[config.mk]
export PLATFORM = sky130hd
export DESIGN_NAME = usr_shift_engine
export DESIGN_NICKNAME = d
export VERILOG_FILES = /design/src/rtl/usr_pkg.sv /design/src/rtl/usr_barrel_rotator.sv /design/src/rtl/usr_shift_engine.sv
export SDC_FILE = /design/constraint.sdc
export NUM_CORES = 1
export LEC_CHECK = 0
export ABC_AREA = 1
export CORE_MARGIN = 2
export CORE_UTILIZATION = 49
export DETAILED_ROUTE_END_ITERATION = 10
export GPL_TIMING_DRIVEN = 0
export HOLD_SLACK_MARGIN = 0.15
export PLACE_DENSITY_LB_ADDON = 0.12
export SYNTH_ARGS = -nofsm -noshare
export SYNTH_HDL_FRONTEND = slang
export SYNTH_HIERARCHICAL = 1
export SYNTH_SLANG_ARGS = --single-unit
[constraint.sdc]
create_clock -name clk -period 1.4 [get_ports clk]
set_input_delay 0.21 -clock clk [delete_from_list [all_inputs] [get_ports clk]]
set_output_delay 0.21 -clock clk [all_outputs]
set_load 0.01 [all_outputs]
[src/rtl/usr_pkg.sv]
// usr_pkg: shared encodings for the universal shift engine.
//   - MODE_* : 3-bit operation selects for IDLE-state mode operations.
//   - state_e: burst FSM states (ST_IDLE, ST_BURST).
package usr_pkg;

  localparam logic [2:0] MODE_HOLD = 3'b000;
  localparam logic [2:0] MODE_SHL  = 3'b001;
  localparam logic [2:0] MODE_SHR  = 3'b010;
  localparam logic [2:0] MODE_LOAD = 3'b011;
  localparam logic [2:0] MODE_ROL  = 3'b100;
  localparam logic [2:0] MODE_ROR  = 3'b101;
  localparam logic [2:0] MODE_ASR  = 3'b110;
  localparam logic [2:0] MODE_RSVD = 3'b111;

  typedef enum logic {
    ST_IDLE  = 1'b0,
    ST_BURST = 1'b1
  } state_e;

endpackage

[src/rtl/usr_barrel_rotator.sv]
// usr_barrel_rotator: combinational rotate of a WIDTH-bit word.
// Ports:
//   data_i  [WIDTH]   word to rotate
//   shamt_i [SHAMT_W] rotate amount, taken modulo WIDTH
//   dir_i             0 = rotate left, 1 = rotate right
//   data_o  [WIDTH]   rotated word
module usr_barrel_rotator #(
  parameter int WIDTH = 8,
  localparam int SHAMT_W = $clog2(WIDTH)
) (
  input  logic [WIDTH-1:0]   data_i,
  input  logic [SHAMT_W-1:0] shamt_i,
  input  logic               dir_i,
  output logic [WIDTH-1:0]   data_o
);

  int unsigned amt;

  // For amt == 0 the complementary shift is by WIDTH, which yields zero,
  // so the OR collapses to the unrotated word without a special case.
  always_comb begin
    amt = 32'(shamt_i) % WIDTH;
    if (dir_i) begin
      data_o = (data_i >> amt) | (data_i << (WIDTH - amt));
    end else begin
      data_o = (data_i << amt) | (data_i >> (WIDTH - amt));
    end
  end

endmodule

[src/rtl/usr_shift_engine.sv]
// usr_shift_engine: WIDTH-bit universal shift register with a serialiser burst.
// Optional feature macro: USR_ROTATE_EN (enables modes 100/101 rotate and the
// barrel rotator; when undefined those modes hold).
// Ports:
//   clk        system clock, rising edge
//   rst        asynchronous active-high reset
//   en         enables IDLE mode operations (ignored during a burst)
//   mode [3]   operation select (see usr_pkg MODE_*)
//   shamt      rotate / arithmetic-shift amount
//   data_in    parallel-load and burst-load word
//   s_left_in  bit entering LSB on left shifts and burst shifts
//   s_right_in bit entering MSB on single right shift
//   start      burst request, sampled in IDLE only
//   data_out   register contents
//   ser_out    MSB of data_out while busy, else 0
//   busy       high while a burst is running
//   done       one-cycle pulse after the final burst bit
// Handshake: start is accepted on any IDLE edge (including the done cycle);
// busy rises on that edge and stays high for exactly WIDTH cycles, during
// which ser_out carries the loaded word MSB first; done pulses for one cycle
// on the edge that drops busy. A start while busy is dropped, not queued.
module usr_shift_engine
  import usr_pkg::*;
#(
  parameter int WIDTH = 8,
  localparam int SHAMT_W = $clog2(WIDTH)
) (
  input  logic               clk,
  input  logic               rst,
  input  logic               en,
  input  logic [2:0]         mode,
  input  logic [SHAMT_W-1:0] shamt,
  input  logic [WIDTH-1:0]   data_in,
  input  logic               s_left_in,
  input  logic               s_right_in,
  input  logic               start,
  output logic [WIDTH-1:0]   data_out,
  output logic               ser_out,
  output logic               busy,
  output logic               done
);

  localparam logic [SHAMT_W-1:0] CNT_LAST = SHAMT_W'(WIDTH - 1);

  state_e             state_q, state_d;
  logic [WIDTH-1:0]   data_q,  data_d;
  logic [SHAMT_W-1:0] cnt_q,   cnt_d;
  logic               busy_q,  busy_d;
  logic               done_q,  done_d;

`ifdef USR_ROTATE_EN
  logic [WIDTH-1:0] rot_data;

  usr_barrel_rotator #(.WIDTH(WIDTH)) u_rot (
    .data_i  (data_q),
    .shamt_i (shamt),
    .dir_i   (mode == MODE_ROR),
    .data_o  (rot_data)
  );
`endif

  always_comb begin
    state_d = state_q;
    data_d  = data_q;
    cnt_d   = cnt_q;
    busy_d  = busy_q;
    done_d  = 1'b0;
    case (state_q)
      ST_IDLE: begin
        if (start) begin
          data_d  = data_in;
          cnt_d   = '0;
          busy_d  = 1'b1;
          state_d = ST_BURST;
        end else if (en) begin
          case (mode)
            MODE_SHL:  data_d = {data_q[WIDTH-2:0], s_left_in};
            MODE_SHR:  data_d = {s_right_in, data_q[WIDTH-1:1]};
            MODE_LOAD: data_d = data_in;
`ifdef USR_ROTATE_EN
            MODE_ROL,
            MODE_ROR:  data_d = rot_data;
`endif
            // Signed shift replicates the MSB; amounts >= WIDTH saturate to
            // all-MSB, which is the required behaviour for non-power-of-2 WIDTH.
            MODE_ASR:  data_d = $unsigned($signed(data_q) >>> shamt);
            default:   data_d = data_q;
          endcase
        end
      end
      ST_BURST: begin
        data_d = {data_q[WIDTH-2:0], s_left_in};
        cnt_d  = cnt_q + SHAMT_W'(1);
        if (cnt_q == CNT_LAST) begin
          state_d = ST_IDLE;
          busy_d  = 1'b0;
          done_d  = 1'b1;
        end
      end
      default: state_d = ST_IDLE;
    endcase
  end

  always_ff @(posedge clk or posedge rst) begin
    if (rst) begin
      state_q <= ST_IDLE;
      data_q  <= '0;
      cnt_q   <= '0;
      busy_q  <= 1'b0;
      done_q  <= 1'b0;
    end else begin
      state_q <= state_d;
      data_q  <= data_d;
      cnt_q   <= cnt_d;
      busy_q  <= busy_d;
      done_q  <= done_d;
    end
  end

  assign data_out = data_q;
  assign busy     = busy_q;
  assign done     = done_q;
  assign ser_out  = busy_q ? data_q[WIDTH-1] : 1'b0;

endmodule
Yosys cells after proc, flatten, opt, wreduce, memory -nomap -nowiden

Index checks and enable logic that the tools add are counted.

Reductions and logical operators: 2
Eq/ne operators: 9
Shifts and indexed selects: 1
Bitwise operators: 1
$add $sub $neg: 1
Muxes and demuxes: 15

Operators with widths:

| kind                                                            | number |
|---|---|
| 8-bit one-hot mux with 4 select lines                           | 1 |
| 8-bit two-way mux                                               | 2 |
| 8-bit one-hot mux with 2 select lines                           | 1 |
| 8-bit by 3-bit >>> shifter with 8-bit output                    | 1 |
| 1-bit two-way mux                                               | 7 |
| 3-bit by 2-bit == test with 1-bit output, second input constant | 2 |
| 3-bit == test, second input constant                            | 2 |
| 6-bit by 2-bit != test with 1-bit output, second input constant | 1 |
| 3-bit one-hot mux with 2 select lines                           | 1 |
| 1-bit one-hot mux with 2 select lines                           | 2 |
| 2-bit AND reduction                                             | 2 |
| 3-bit by 1-bit adder with 3-bit output, second input constant   | 1 |
| 3-bit by 1-bit == test with 1-bit output, second input constant | 1 |
| 3-bit two-way mux                                               | 1 |
| 3-bit != test, second input constant                            | 1 |
| 2-bit by 1-bit != test with 1-bit output, second input constant | 1 |
| 2-bit != test, second input constant                            | 1 |
| 1-bit inverter                                                  | 1 |

Output and inout port bits: 11
Bits in registers: 14
Input bits: 20
Logic and storage cells: 34

Longest topological paths before layout

Depth in word-level cells: 5
Mapped depth: 11
Mapped depth without buffers: 10

Worst setup path after synthesis

No wires, ideal clock.

Path type: reg2reg
Start: reg data_q[6], in the netlist data_out[6]
End: reg data_q[5], in the netlist data_out[5]
Setup time: 0.120 ns
Buffers on the path: 0
Cell stages (with the launch flop): 11
Data arrival time: 1.042 ns
Path slack: 0.238 ns
Data required time: 1.280 ns
Period minus slack after synthesis: 1.162 ns
Path through: dfrtp_1 > inv_1 > nand2_1 > nand3_1 > nand2_1 > nand2_1 > nand2_1 > nand2_1 > nand2_1 > nand2_1 > a21oi_2

Longest elaborated chain between the ends: 5

Ends and longest elaborated chain:

| element                                      | RTL line                | source |
|---|---|---|
| start, declared                              | usr_shift_engine.sv:46  | `logic [WIDTH-1:0] data_q, data_d;` |
| start signal, assigned                       | usr_shift_engine.sv:113 | `data_q <= data_d;` |
| 8-bit by 3-bit >>> shifter with 8-bit output | usr_shift_engine.sv:86  | `MODE_ASR: data_d = $unsigned($signed(data_q) >>> shamt);` |
| 8-bit one-hot mux with 4 select lines *      | usr_shift_engine.sv:76  | `case (mode)` |
| 8-bit two-way mux *                          | usr_shift_engine.sv:75  | `end else if (en) begin` |
| 8-bit two-way mux *                          | usr_shift_engine.sv:70  | `if (start) begin` |
| 8-bit one-hot mux with 2 select lines *      | usr_shift_engine.sv:68  | `case (state_q)` |

Mark *: on every way between the ends. The rest lies on a longest branch, timed or not. The select of a mux whose other input is x is not followed.
A chain may end at the register's enable or synchronous reset.

Final worst setup path

Start: reg data_q[7], in the netlist data_out[7]
End: out data_out[7]

RTL lines:

| element       | RTL line               | source |
|---|---|---|
| end, declared | usr_shift_engine.sv:37 | `output logic [WIDTH-1:0] data_out,` |

No word-level cell between the ends.

==> insert_results.sql <==
INSERT INTO impl_metrics (metric_group, metric, value, unit) VALUES
('critical_path', 'crit_path_cell_trace', 'buf_4 > dlygate4sd2_1', ''),
('yosys', 'synth.top_cells.by_area', 'dfrtp_1 (28%), nand2_1 (18%), o22ai_1 (7.6%), nand3_1 (7.3%), inv_1 (7.3%)', ''),
('yosys', 'post-synth-top-area-fraction', '28.20', '%'),
('detailed_routing', 'ant_nets', '0', ''),
('power_and_ir_drop', 'power.density', '1779', 'mW/mm^2'),
('critical_path', 'worst_ep_arrival_time', '1.14', 'ns'),
('critical_path', 'cp_max_fo', '3', ''),
('yosys', 'yosys.area.top_type', 'dfrtp_1', ''),
('floorplanning', 'die_footprint', '0.002954', 'mm^2'),
('power_and_ir_drop', 'p_leak', '0.9239', 'nW'),
('detailed_routing', 'drt-initial-drc-count', '92', ''),
('clock_tree', 'h-tree-depth', '1', ''),
('yosys', 'syn-num-nets', '217', ''),
('yosys', 'synth_cell_types', '25', ''),
('critical_path', 'worst_ep_required_time', '1.19', 'ns'),
('critical_path', 'timing.reg2reg.setup_slack', '0.11', 'ns'),
('floorplanning', 'chipHeight', '54.36', 'um'),
('detailed_routing', 'wl_per_cell', '13.61', 'um'),
('clock_tree', 'insertion_delay', '0.28', 'ns'),
('critical_path', 'end_kind', 'primary output', ''),
('detailed_routing', 'drt-vias-per-instance', '5.570', ''),
('sta', 'period_minus_slack', '1.349', 'ns'),
('sta', 'skew', '0.01140', 'ns'),
('final_layout', 'layout-drive-gt1-share', '20.83', '%'),
('final_layout', 'area.growth.synth_to_final', '40.58', '%'),
('placed_design', 'buffer_ports.inserted', '29', ''),
('power_and_ir_drop', 'comb_power_share', '64.6', '%'),
('floorplanning', 'placementRows', '18', ''),
('critical_path', 'cp_num_buf_inv', '2', ''),
('critical_path', 'max_incr_delay_on_cp', '0.44', 'ns'),
('yosys', 'async_flop_share', '100.0', '%'),
('worst_hold_path', 'holdCritPathClass', 'in -> async', ''),
('grt', 'via_count_of_the_first_global_routing_pass', '1309', ''),
('grt', 'grt_max_degree', '15', ''),
('detailed_routing', 'firstDrtPassIters', '4', ''),
('power_and_ir_drop', 'power_frac_clock', '9.8', '%'),
('run', 'cap_violations', '0', ''),
('final_layout', 'final_nets', '263', ''),
('power_and_ir_drop', 'vdd_ir_drop_max', '0.001234', 'V'),
('yosys', 'synth_enable_flop_cells', '0', ''),
('placed_design', 'placement.setup.worst_slack', '-0.2926', 'ns'),
('power_and_ir_drop', 'power.share.switching', '44.64', '%'),
('sta', 'relSlewSlack', '59.95', '%'),
('grt', 'grt_util_all_layers', '26.35', '%'),
('run_status', 'status', 'finished clean', ''),
('floorplanning', 'width_of_the_die', '54.36', 'um'),
('floorplanning', 'design.portCount', '31', ''),
('grt', 'grt_overflow_total', '0', ''),
('detailed_routing', 'num_vias', '1504', ''),
('sta', 'count_of_endpoints_failing_hold_in_the_final_timing_report', '0', ''),
('sta', 'report.final.slew_viol_count', '0', ''),
('power_and_ir_drop', 'p_switching', '1.387', 'mW'),
('yosys', 'synth-seq-area-share', '28.20', '%'),
('detailed_routing', 'route.detailed.drc', '0', ''),
('critical_path', 'critical_path.top_delay_family', 'flip-flops', ''),
('floorplanning', 'placeableCoreArea', '0.002432', 'mm^2'),
('floorplanning', 'starting_density_of_the_core', '51.08', '%'),
('critical_path', 'crit_path_top_delay_cell', 'dfrtp_2', ''),
('sta', 'timing.final.setup_violations', '0', ''),
('sta', 'worst_slack', '0.05084', 'ns'),
('power_and_ir_drop', 'p_int', '1.720', 'mW'),
('critical_path', 'timing.critical_path.from_type', 'flip-flop', ''),
('clock_tree', 'cts-hold-fix-buffers', '0', ''),
('placed_design', 'hpwl_detailed', '2612', 'um'),
('clock_tree', 'clockRootBuffer', 'clkbuf_4', ''),
('yosys', 'ys.flop_type', 'dfrtp_1', ''),
('sta', 'post_route_setup_tns', '0', 'ns'),
('yosys', 'yosysWarningCount', '6', ''),
('grt', 'grt_pass1_wl', '5616', 'um'),
('grt', 'number_of_antenna_violations_at_the_first_check_in_global_routing', '0', ''),
('yosys', 'synth_seq_cells', '14', '');
[state kept, by name, summed over array words and instances, names as in the netlist]
name	flops
data_out	8
done	1
cnt_q	3
state_q	1
busy	1
[cell usage after synthesis (2+ instances only)]
cell,n
inv_2,4
nor2_1,19
inv_1,24
a21oi_2,5
nand2_2,2
ha_1,2
nand2_1,59
a21oi_1,12
a22o_1,2
nand3_1,18
o22ai_1,15
dfrtp_1,14
nor2_2,7
[placed cells by master, fill, tap and decap left out, types with 3 or more instances in the layout]
master,count
a21oi_1,11
clkdlybuf4s50_1,15
clkbuf_4,3
nor2_2,7
nand3_1,18
dlygate4sd2_1,7
dlymetal6s2s_1,7
inv_1,20
o22ai_1,15
dfrtp_1,12
inv_2,6
nand2_1,59
a21oi_2,6
buf_4,12
nor2_1,18
[worst register-to-register path: cells and delay by family, from the launching register on]
kind	cells	cell delay, ns
DFF	1	0.42
buffers and inverters	1	0.17
AOI/OAI and AO/OA	1	0.05
and+or+nand+nor	6	0.53
[power groups by stage]
stage / Combinational [mW] / Sequential (mW) / Clock [mW]
5_1_grt: 2.21 / 0.832 / 0.330
3_3_place_gp: 1.66 / 0.855 / 0
4_1_cts: 1.87 / 0.789 / 0.308
6_report: 2.01 / 0.796 / 0.305
3_5_place_dp: 1.71 / 0.871 / 0
2_1_floorplan: 1.06 / 0.868 / 0
[final timing paths]
kind | start | end | cells past startpoint
min | rst | cnt_q[2]$_DFFE_PP0P_ | 2
max reg2reg | data_out[6]$_DFFE_PP0P_ | data_out[1]$_DFFE_PP0P_ | 8
max in group asynchronous | rst | state_q$_DFF_PP0_ | 2
max | data_out[7]$_DFFE_PP0P_ | data_out[7] | 2
min reg2reg | cnt_q[0]$_DFFE_PP0P_ | cnt_q[0]$_DFFE_PP0P_ | 1
min in group clk | cnt_q[0]$_DFFE_PP0P_ | cnt_q[0]$_DFFE_PP0P_ | 1
[final cells by class]
cell class / instances / area [um^2]
timing repair buffer: 41 / 392.9
clock buffer: 4 / 36.28
tap: 30 / 37.54
buffer: 2 / 18.77
sequential: 14 / 352.8
fill: 214 / 685.7
multi-input combinational: 150 / 788.3
inverter: 29 / 120.1
[stage by stage]
| stage | instance area, um^2 | hold slack, ns | utilization, % | power (mW) | cells |
|---|---|---|---|---|---|
| finish | 1747 | 0.2800 | 71.81 | 3.108 | 270 |
| global route | 1747 | 0.3281 | 71.81 | 3.376 | 270 |
| CTS | 1644 | 0.2814 | 67.59 | 2.964 | 264 |
| detailed placement | 1570 | 0.4853 | 64.56 | 2.577 | 254 |
| global placement | 1570 | 0.4743 | 64.56 | 2.518 | 254 |
| floorplan | 1242 | 0.09922 | - | 1.931 | 195 |
[layer usage]
metal  global-route usage, %  up-vias  share of wire [%]
met3                   3.552       11                9.3
met4                   8.333        0                1.8
li1                        -      734                  -
met1                   33.67      687                 40
met5                       0        -                  0
met2                   45.58       72                 49
[kinds of logic (layout without fill, tap and decap cells)]
kind of cell / Yosys count / in the layout / synth area share (%)
AND/OR/NAND/NOR: 110 / 110 / 39.88
flip-flops: 14 / 14 / 28.20
buffers and inverters: 31 / 76 / 10.47
adder cells (fa/ha/maj): 2 / 2 / 2.014
AO/OA/AOI/OAI: 38 / 38 / 19.44
[timing repair]
item                                    CTS  global route
pin swaps                                 0             2
endpoints found under the setup margin   13            12
setup buffers                             6             6
cloned                                    0             0
gates resized for setup                   9            19
endpoints found under the hold margin     0             0
Note: power is estimated with default switching activity, not from simulation.
